==> config.mk <==
export PLATFORM = sky130hd
export DESIGN_NAME = uart_tx_queue_flat
export DESIGN_NICKNAME = d
export VERILOG_FILES = /design/src/rtl/uart_tx_queue_if.sv /design/src/rtl/uart_tx_queue.sv /design/src/flat_wrapper.sv
export SDC_FILE = /design/constraint.sdc
export NUM_CORES = 1
export LEC_CHECK = 0
export ABC_AREA = 1
export CAP_MARGIN = 20
export CORE_ASPECT_RATIO = 2
export CORE_UTILIZATION = 30
export DETAILED_ROUTE_END_ITERATION = 6
export HOLD_SLACK_MARGIN = 0.1
export PLACE_DENSITY = 0.48
export SLEW_MARGIN = 20
export SYNTH_ARGS = -nofsm -noshare
export SYNTH_HDL_FRONTEND = slang
export SYNTH_SLANG_ARGS = --single-unit
==> constraint.sdc <==
create_clock -name Clock -period 1.9 [get_ports Clock]
set_clock_uncertainty 0.05 [all_clocks]
set_input_delay 0.38 -clock Clock [delete_from_list [all_inputs] [get_ports Clock]]
set_output_delay 0.38 -clock Clock [all_outputs]
set_load 0.02 [all_outputs]
==> src/rtl/uart_tx_queue_if.sv <==
// ---------------------------------------------------------------------------
// uart_tx_queue_if -- bundle of the byte-producer and UART-transmitter signals
// of uart_tx_queue.
//
// Parameter
//   DEPTH                   queue depth; sets the width of Fifo_Count
//
// Signals
//   Wr_Valid                producer offers Wr_Byte this cycle
//   Wr_Byte[7:0]            byte to enqueue
//   Wr_Ready                queue not full
//   Tx_newTransmissionData  one-cycle start strobe to the transmitter
//   Tx_TransmissionByte     byte presented with the strobe, held until the next
//   Tx_active               transmitter busy
//   Tx_done                 transmitter one-cycle byte-complete pulse
//   Fifo_Count              number of occupied queue entries
//   Overflow                sticky "a write was dropped" flag
//
// Modports
//   slave   the queue itself
//   master  the environment (producer plus transmitter)
// ---------------------------------------------------------------------------
interface uart_tx_queue_if #(
    parameter int DEPTH = 16
);
    localparam int CW = $clog2(DEPTH) + 1;

    logic          Wr_Valid;
    logic [7:0]    Wr_Byte;
    logic          Wr_Ready;
    logic          Tx_newTransmissionData;
    logic [7:0]    Tx_TransmissionByte;
    logic          Tx_active;
    logic          Tx_done;
    logic [CW-1:0] Fifo_Count;
    logic          Overflow;

    modport slave (
        input  Wr_Valid, Wr_Byte, Tx_active, Tx_done,
        output Wr_Ready, Tx_newTransmissionData, Tx_TransmissionByte,
               Fifo_Count, Overflow
    );

    modport master (
        output Wr_Valid, Wr_Byte, Tx_active, Tx_done,
        input  Wr_Ready, Tx_newTransmissionData, Tx_TransmissionByte,
               Fifo_Count, Overflow
    );
endinterface

==> src/rtl/uart_tx_queue.sv <==
// ---------------------------------------------------------------------------
// uart_tx_queue -- byte FIFO in front of a UART transmitter.
//
// Bytes written by a producer are queued and handed one at a time to the
// transmitter with a one-cycle start strobe; the next byte is offered only
// after the transmitter reports completion (and, optionally, after a fixed
// number of idle bit-times).
//
// Parameters
//   DEPTH         FIFO entries, power of two in 4..64
//   CLKS_PER_BIT  clocks per UART bit
//   GAP_BITS      idle bit-times between bytes (only with UART_TXQ_GAP_EN)
//
// Ports
//   Clock         rising-edge clock
//   Reset         synchronous, active-high reset
//   bus           uart_tx_queue_if.slave (producer and transmitter signals)
//
// Configuration macro
//   UART_TXQ_GAP_EN  when defined, a GAP state holds off the next byte for
//                    GAP_BITS*CLKS_PER_BIT clocks after Tx_done; when not
//                    defined the GAP state and its counter do not exist.
// ---------------------------------------------------------------------------
module uart_tx_queue #(
    parameter int DEPTH        = 16,
    parameter int CLKS_PER_BIT = 87,
    parameter int GAP_BITS     = 2
) (
    input  logic           Clock,
    input  logic           Reset,
    uart_tx_queue_if.slave bus
);
    localparam int AW = $clog2(DEPTH);
    localparam int CW = AW + 1;

    // Parameter sanity, evaluated at elaboration only.
    if ((DEPTH < 32'sd4) || (DEPTH > 32'sd64) || ((DEPTH & (DEPTH - 32'sd1)) != 32'sd0)) begin : g_bad_depth
        $error("uart_tx_queue: DEPTH must be a power of two from 4 to 64");
    end
    if ((GAP_BITS < 32'sd0) || (CLKS_PER_BIT < 32'sd1) || ((GAP_BITS * CLKS_PER_BIT) > 32'sd65535)) begin : g_bad_gap
        $error("uart_tx_queue: GAP_BITS*CLKS_PER_BIT must lie in 0..65535");
    end

`ifdef UART_TXQ_GAP_EN
    localparam logic [15:0] GAP_LOAD = 16'(GAP_BITS * CLKS_PER_BIT);
`endif

    typedef enum logic [1:0] {
        IDLE      = 2'd0,
        LOAD      = 2'd1,
        WAIT_DONE = 2'd2
`ifdef UART_TXQ_GAP_EN
        , GAP     = 2'd3
`endif
    } state_t;

    logic [7:0]    mem_r [DEPTH];
    logic [AW-1:0] wr_ptr_r;
    logic [AW-1:0] rd_ptr_r;
    logic [CW-1:0] count_r;
    state_t        state_r;
    state_t        state_nxt_s;
    logic          strobe_r;
    logic [7:0]    byte_r;
    logic          overflow_r;
`ifdef UART_TXQ_GAP_EN
    logic [15:0]   gap_cnt_r;
`endif

    logic full_s;
    logic wr_en_s;
    logic rd_en_s;

    // Fullness comes from the registered count only, so a read on the same
    // edge never opens room for a write.
    assign full_s  = (count_r == CW'(DEPTH));
    assign wr_en_s = bus.Wr_Valid && !full_s;
    // LOAD is only entered with a non-empty queue, and writes cannot empty
    // it, so every LOAD cycle pops exactly one byte.
    assign rd_en_s = (state_r == LOAD);

    assign bus.Wr_Ready               = !full_s;
    assign bus.Fifo_Count             = count_r;
    assign bus.Tx_newTransmissionData = strobe_r;
    assign bus.Tx_TransmissionByte    = byte_r;
    assign bus.Overflow               = overflow_r;

    // Next-state logic of the hand-off sequencer.
    always_comb begin
        state_nxt_s = state_r;
        case (state_r)
            IDLE: begin
                if ((count_r != {CW{1'b0}}) && !bus.Tx_active) begin
                    state_nxt_s = LOAD;
                end else begin
                    state_nxt_s = IDLE;
                end
            end
            LOAD: begin
                state_nxt_s = WAIT_DONE;
            end
            WAIT_DONE: begin
                if (bus.Tx_done) begin
`ifdef UART_TXQ_GAP_EN
                    // A zero-length gap would leave GAP with nothing to count.
                    if (GAP_LOAD != 16'd0) begin
                        state_nxt_s = GAP;
                    end else begin
                        state_nxt_s = IDLE;
                    end
`else
                    state_nxt_s = IDLE;
`endif
                end else begin
                    state_nxt_s = WAIT_DONE;
                end
            end
`ifdef UART_TXQ_GAP_EN
            GAP: begin
                // Leave on the edge that takes the counter to zero, so GAP
                // lasts exactly GAP_LOAD cycles.
                if (gap_cnt_r <= 16'd1) begin
                    state_nxt_s = IDLE;
                end else begin
                    state_nxt_s = GAP;
                end
            end
`endif
            default: begin
                state_nxt_s = IDLE;
            end
        endcase
    end

    // FIFO storage; not reset, and a write in the reset cycle is discarded.
    always_ff @(posedge Clock) begin
        if (wr_en_s && !Reset) begin
            mem_r[wr_ptr_r] <= bus.Wr_Byte;
        end
    end

    // Pointers, occupancy, state register and registered transmitter outputs.
    always_ff @(posedge Clock) begin
        if (Reset) begin
            wr_ptr_r   <= {AW{1'b0}};
            rd_ptr_r   <= {AW{1'b0}};
            count_r    <= {CW{1'b0}};
            state_r    <= IDLE;
            strobe_r   <= 1'b0;
            byte_r     <= 8'h00;
            overflow_r <= 1'b0;
        end else begin
            state_r  <= state_nxt_s;
            strobe_r <= rd_en_s;

            // DEPTH is a power of two, so natural pointer wrap is modulo DEPTH.
            if (wr_en_s) begin
                wr_ptr_r <= wr_ptr_r + AW'(1'b1);
            end
            if (rd_en_s) begin
                rd_ptr_r <= rd_ptr_r + AW'(1'b1);
                byte_r   <= mem_r[rd_ptr_r];
            end

            case ({wr_en_s, rd_en_s})
                2'b10:   count_r <= count_r + CW'(1'b1);
                2'b01:   count_r <= count_r - CW'(1'b1);
                default: count_r <= count_r;
            endcase

            if (bus.Wr_Valid && full_s) begin
                overflow_r <= 1'b1;
            end
        end
    end

`ifdef UART_TXQ_GAP_EN
    // Inter-byte gap counter, armed by the Tx_done that ends WAIT_DONE.
    always_ff @(posedge Clock) begin
        if (Reset) begin
            gap_cnt_r <= 16'd0;
        end else if ((state_r == WAIT_DONE) && bus.Tx_done) begin
            gap_cnt_r <= GAP_LOAD;
        end else if ((state_r == GAP) && (gap_cnt_r != 16'd0)) begin
            gap_cnt_r <= gap_cnt_r - 16'd1;
        end
    end
`endif

endmodule

==> src/flat_wrapper.sv <==
// flat-port wrapper written by rule: the top's interface ports become plain ports
module uart_tx_queue_flat 
#(
    parameter int DEPTH        = 16,
    parameter int CLKS_PER_BIT = 87,
    parameter int GAP_BITS     = 2
)
  (Clock, Reset, bus_Wr_Valid, bus_Wr_Byte, bus_Tx_active, bus_Tx_done, bus_Wr_Ready, bus_Tx_newTransmissionData, bus_Tx_TransmissionByte, bus_Fifo_Count, bus_Overflow);
  uart_tx_queue_if #(.DEPTH(DEPTH)) bus_i ();
  input  logic Clock;
  input  logic Reset;
  input wire logic [$bits(bus_i.Wr_Valid)-1:0] bus_Wr_Valid;
  input wire logic [$bits(bus_i.Wr_Byte)-1:0] bus_Wr_Byte;
  input wire logic [$bits(bus_i.Tx_active)-1:0] bus_Tx_active;
  input wire logic [$bits(bus_i.Tx_done)-1:0] bus_Tx_done;
  output wire logic [$bits(bus_i.Wr_Ready)-1:0] bus_Wr_Ready;
  output wire logic [$bits(bus_i.Tx_newTransmissionData)-1:0] bus_Tx_newTransmissionData;
  output wire logic [$bits(bus_i.Tx_TransmissionByte)-1:0] bus_Tx_TransmissionByte;
  output wire logic [$bits(bus_i.Fifo_Count)-1:0] bus_Fifo_Count;
  output wire logic [$bits(bus_i.Overflow)-1:0] bus_Overflow;
  assign bus_i.Wr_Valid = bus_Wr_Valid;
  assign bus_i.Wr_Byte = bus_Wr_Byte;
  assign bus_i.Tx_active = bus_Tx_active;
  assign bus_i.Tx_done = bus_Tx_done;
  assign bus_Wr_Ready = bus_i.Wr_Ready;
  assign bus_Tx_newTransmissionData = bus_i.Tx_newTransmissionData;
  assign bus_Tx_TransmissionByte = bus_i.Tx_TransmissionByte;
  assign bus_Fifo_Count = bus_i.Fifo_Count;
  assign bus_Overflow = bus_i.Overflow;
  uart_tx_queue #(.DEPTH(DEPTH), .CLKS_PER_BIT(CLKS_PER_BIT), .GAP_BITS(GAP_BITS)) u_core (.Clock(Clock), .Reset(Reset), .bus(bus_i));
endmodule
==> results.toml <==
[outcome]
status = "finished clean"

[finish]
area_growth_pct = 22.5
antenna_cells = 0
layout.nets = 696
design_area_um2 = 7930
utilization_pct = 37.6
stdcell_count = 956
drive_gt1_share_pct = 16.2

[global_routing]
grt_pass1_wl_um = 24700
grt_overflow = 0
antenna_found_initial = 0
grt_max_degree = 67
grt_usage_pct = 15.4
grt_pass1_vias = 4653

[critical_path]
worstPathMaxFanout = 4
critPathMaxStageDelay_ns = 0.61
end_kind = "primary output"
startpoint_type = "flip-flop"
crit_required_ns = 1.47
worst-path-buf-inv = 1
cp.arrival_ns = 1.42
cp_slowest_cell = "clkdlybuf4s50_1"
critPathTopFamily = "buffers and inverters"
crit_type = "flip-flop to primary output"
path_cells = "clkdlybuf4s50_1"

[drt]
routed_via_density = 4.61
wl_um = 15900
drtIter0Drc = 292
post_drt_wl_per_cell_um = 16.7
ant_nets = 0
drc = 0
vias = 4409
dr.pass1.iters = 4

[sta]
fin_ws_ns = 0.0508
worst-slew-pin-transition_ns = 0.616
rsz0062_at_grt = "true"
fin_crit_ns = 1.85
fin_crit_sh_pct = 97.3
relSlewSlack_pct = 58.8
fmax_ghz = 0.541
holdWs_ns = 0.448
finalSetupViolCount = 0
drv_slew = 0
finalSetupTns_ns = 0
hold_viol_final = 0

[job]
cap_violations = 0

[die]
rows = 75
die-area_um2 = 22200
die_width_um = 106
core_um2 = 21100
die_h_um = 210
num_io_pins = 29
initial_core_util_pct = 30.7

[synthesis]
synth.top_cell.area_share_pct = 59.4
synth_area_leaders = "edfxtp_1, nand2_1, nand3_1"
yosysSeqAreaShare_pct = 67.1
synth_cell_type_count = 24
synth_nets = 630
syn_area_um2 = 6470
avgSynthCellArea_um2 = 10.6
synth_top_cell_by_area = "edfxtp_1"
synth-seq-cells = 153
yosys_warnings = 0
netlist_instances = 608

[pwr]
internal-power_mw = 6.35
pwr-share-clk_pct = 38.5
power_frac_comb_pct = 17.3
p_sw_mw = 2.33
power_frac_seq_pct = 44.2
switching_share_pct = 26.8
ir_drop_uv = 630
power_density_nw_per_um2 = 1090
totalPowerFinal_mw = 8.68
p_leak_nw = 3.03

[placement]
place_ws_ns = -0.327
place.port_buffers = 28
place_area_um2 = 7280
place_hpwl_um = 11200
placedCellCount = 922
routabilityCongestion = 0.805

[cts]
cts_htree_levels = 4
root_buffer = "clkbuf_16"
clkSlewWorstSetupHoldPaths_ns = 0.06
cts_hold_buf = 0
cts_sinks = 153
clkLatencyLatePin_ns = 0.43
cts_tree = "built"
cts_buffers = 17
cts_max_path_buffers = 2

[min_path]
hp-class = "flip-flop to flip-flop"
-- cell usage in the layout, fill, tap and decap left out, types with 2 or more instances in the layout --
cell / synthesis / routed
nor2_2: 0 / 2
dfxtp_2: 0 / 5
ha_1: 9 / 6
dlygate4sd2_1: 0 / 3
clkinvlp_4: 0 / 5
ha_4: 0 / 2
nor2_1: 41 / 38
clkinv_2: 0 / 5
nor4_1: 2 / 2
nand3_1: 116 / 115
buf_12: 0 / 2
bufinv_16: 0 / 3
clkdlybuf4s50_1: 0 / 24
clkbuf_16: 0 / 17
o21ai_1: 6 / 6
xor2_1: 5 / 4
inv_2: 9 / 9
nand2_2: 2 / 3
nand2_1: 192 / 190
inv_4: 1 / 2
edfxtp_1: 128 / 128
inv_1: 24 / 23
buf_4: 2 / 47
dfxtp_1: 25 / 19
a21oi_1: 12 / 11
-- cell families (layout without fill, tap and decap cells) --
| group | after synthesis | after routing | synth area share [%] |
|---|---|---|---|
| XOR/XNOR | 5 | 5 | 0.676 |
| adder cells (fa/ha/maj) | 9 | 9 | 1.74 |
| flip-flops | 153 | 153 | 67.1 |
| AO/OA/AOI/OAI | 21 | 21 | 1.70 |
| buffers and inverters | 64 | 143 | 5.55 |
| AND/OR/NAND/NOR | 356 | 356 | 23.2 |
-- cell usage after synthesis (all sizes together) --
cell      n
nand2   194
edfxtp  128
nand3   116
nor2     41
inv      34
buf      30
dfxtp    25
a21oi    12
ha        9
o21ai     7
xor2      5
nor4      2
a21boi    1
nand3b    1
nand4     1
nor3      1
o21bai    1
-- power groups by stage --
stage,Sequential [mW],Combinational (mW),Clock (mW)
2_1_floorplan,3.96,0.912,0
3_3_place_gp,3.90,1.48,0
3_5_place_dp,3.90,1.49,0
4_1_cts,3.83,1.49,3.42
5_1_grt,3.84,1.68,3.53
6_report,3.83,1.50,3.34
-- routing by layer --
metal  vias to the layer above  global-route usage, %  part of all wire, %
met5                         -                      0                    0
met4                         0                   7.90                  3.3
met3                        29                   3.14                  3.5
met2                        96                   30.8                   59
met1                      2099                   14.1                   34
li1                       2185                      -                    -
-- worst register-to-register path, delay by kind of cell (launching register included) --
family	cells	cell delay [ns]
buffers and inverters	1	0.04
and+or+nand+nor	9	0.70
DFF	1	0.34
adders and majority gates	2	0.35
xor gates and xnor gates	1	0.15
AOI/OAI and AO/OA	1	0.10
-- what timing repair did --
item,4_1_cts,5_1_grt
endpoints found under the setup margin,5,7
pin swaps,0,5
gates resized for setup,7,10
setup buffers,0,2
-- flip-flops by register name, summed over array words and instances (netlist names) --
| name | cells |
|---|---|
| u_core.state_r | 2 |
| u_core.wr_ptr_r | 4 |
| u_core.rd_ptr_r | 4 |
| u_core.mem_r | 128 |
| u_core.bus.Tx_TransmissionByte | 8 |
| u_core.bus.Fifo_Count | 5 |
| u_core.bus.Overflow | 1 |
| u_core.bus.Tx_newTransmissionData | 1 |
-- cell type report --
type	count	area, µm²
Tap cell	269	337
Inverter	34	133
Sequential cell	153	4350
Timing Repair Buffer	77	669
Clock buffer	18	429
Fill cell	2103	13200
Clock inverter	14	156
Multi-Input combinational cell	391	1850
-- path summary, 6_finish.rpt --
| path | start | endpoint | slack, ns | depth (start not counted) |
|---|---|---|---|---|
| worst min-delay path | u_core.bus.Overflow | u_core.bus.Overflow | 0.45 | 2 |
| worst max register to register | u_core.bus.Fifo_Count[0] | u_core.bus.Fifo_Count[4] | 0.09 | 14 |
| worst max-delay path | u_core.bus.Fifo_Count[1] | bus_Fifo_Count[1] | 0.05 | 1 |
| worst min register to register | u_core.bus.Overflow | u_core.bus.Overflow | 0.45 | 2 |
No activity file was read; power rests on OpenSTA's default activity.
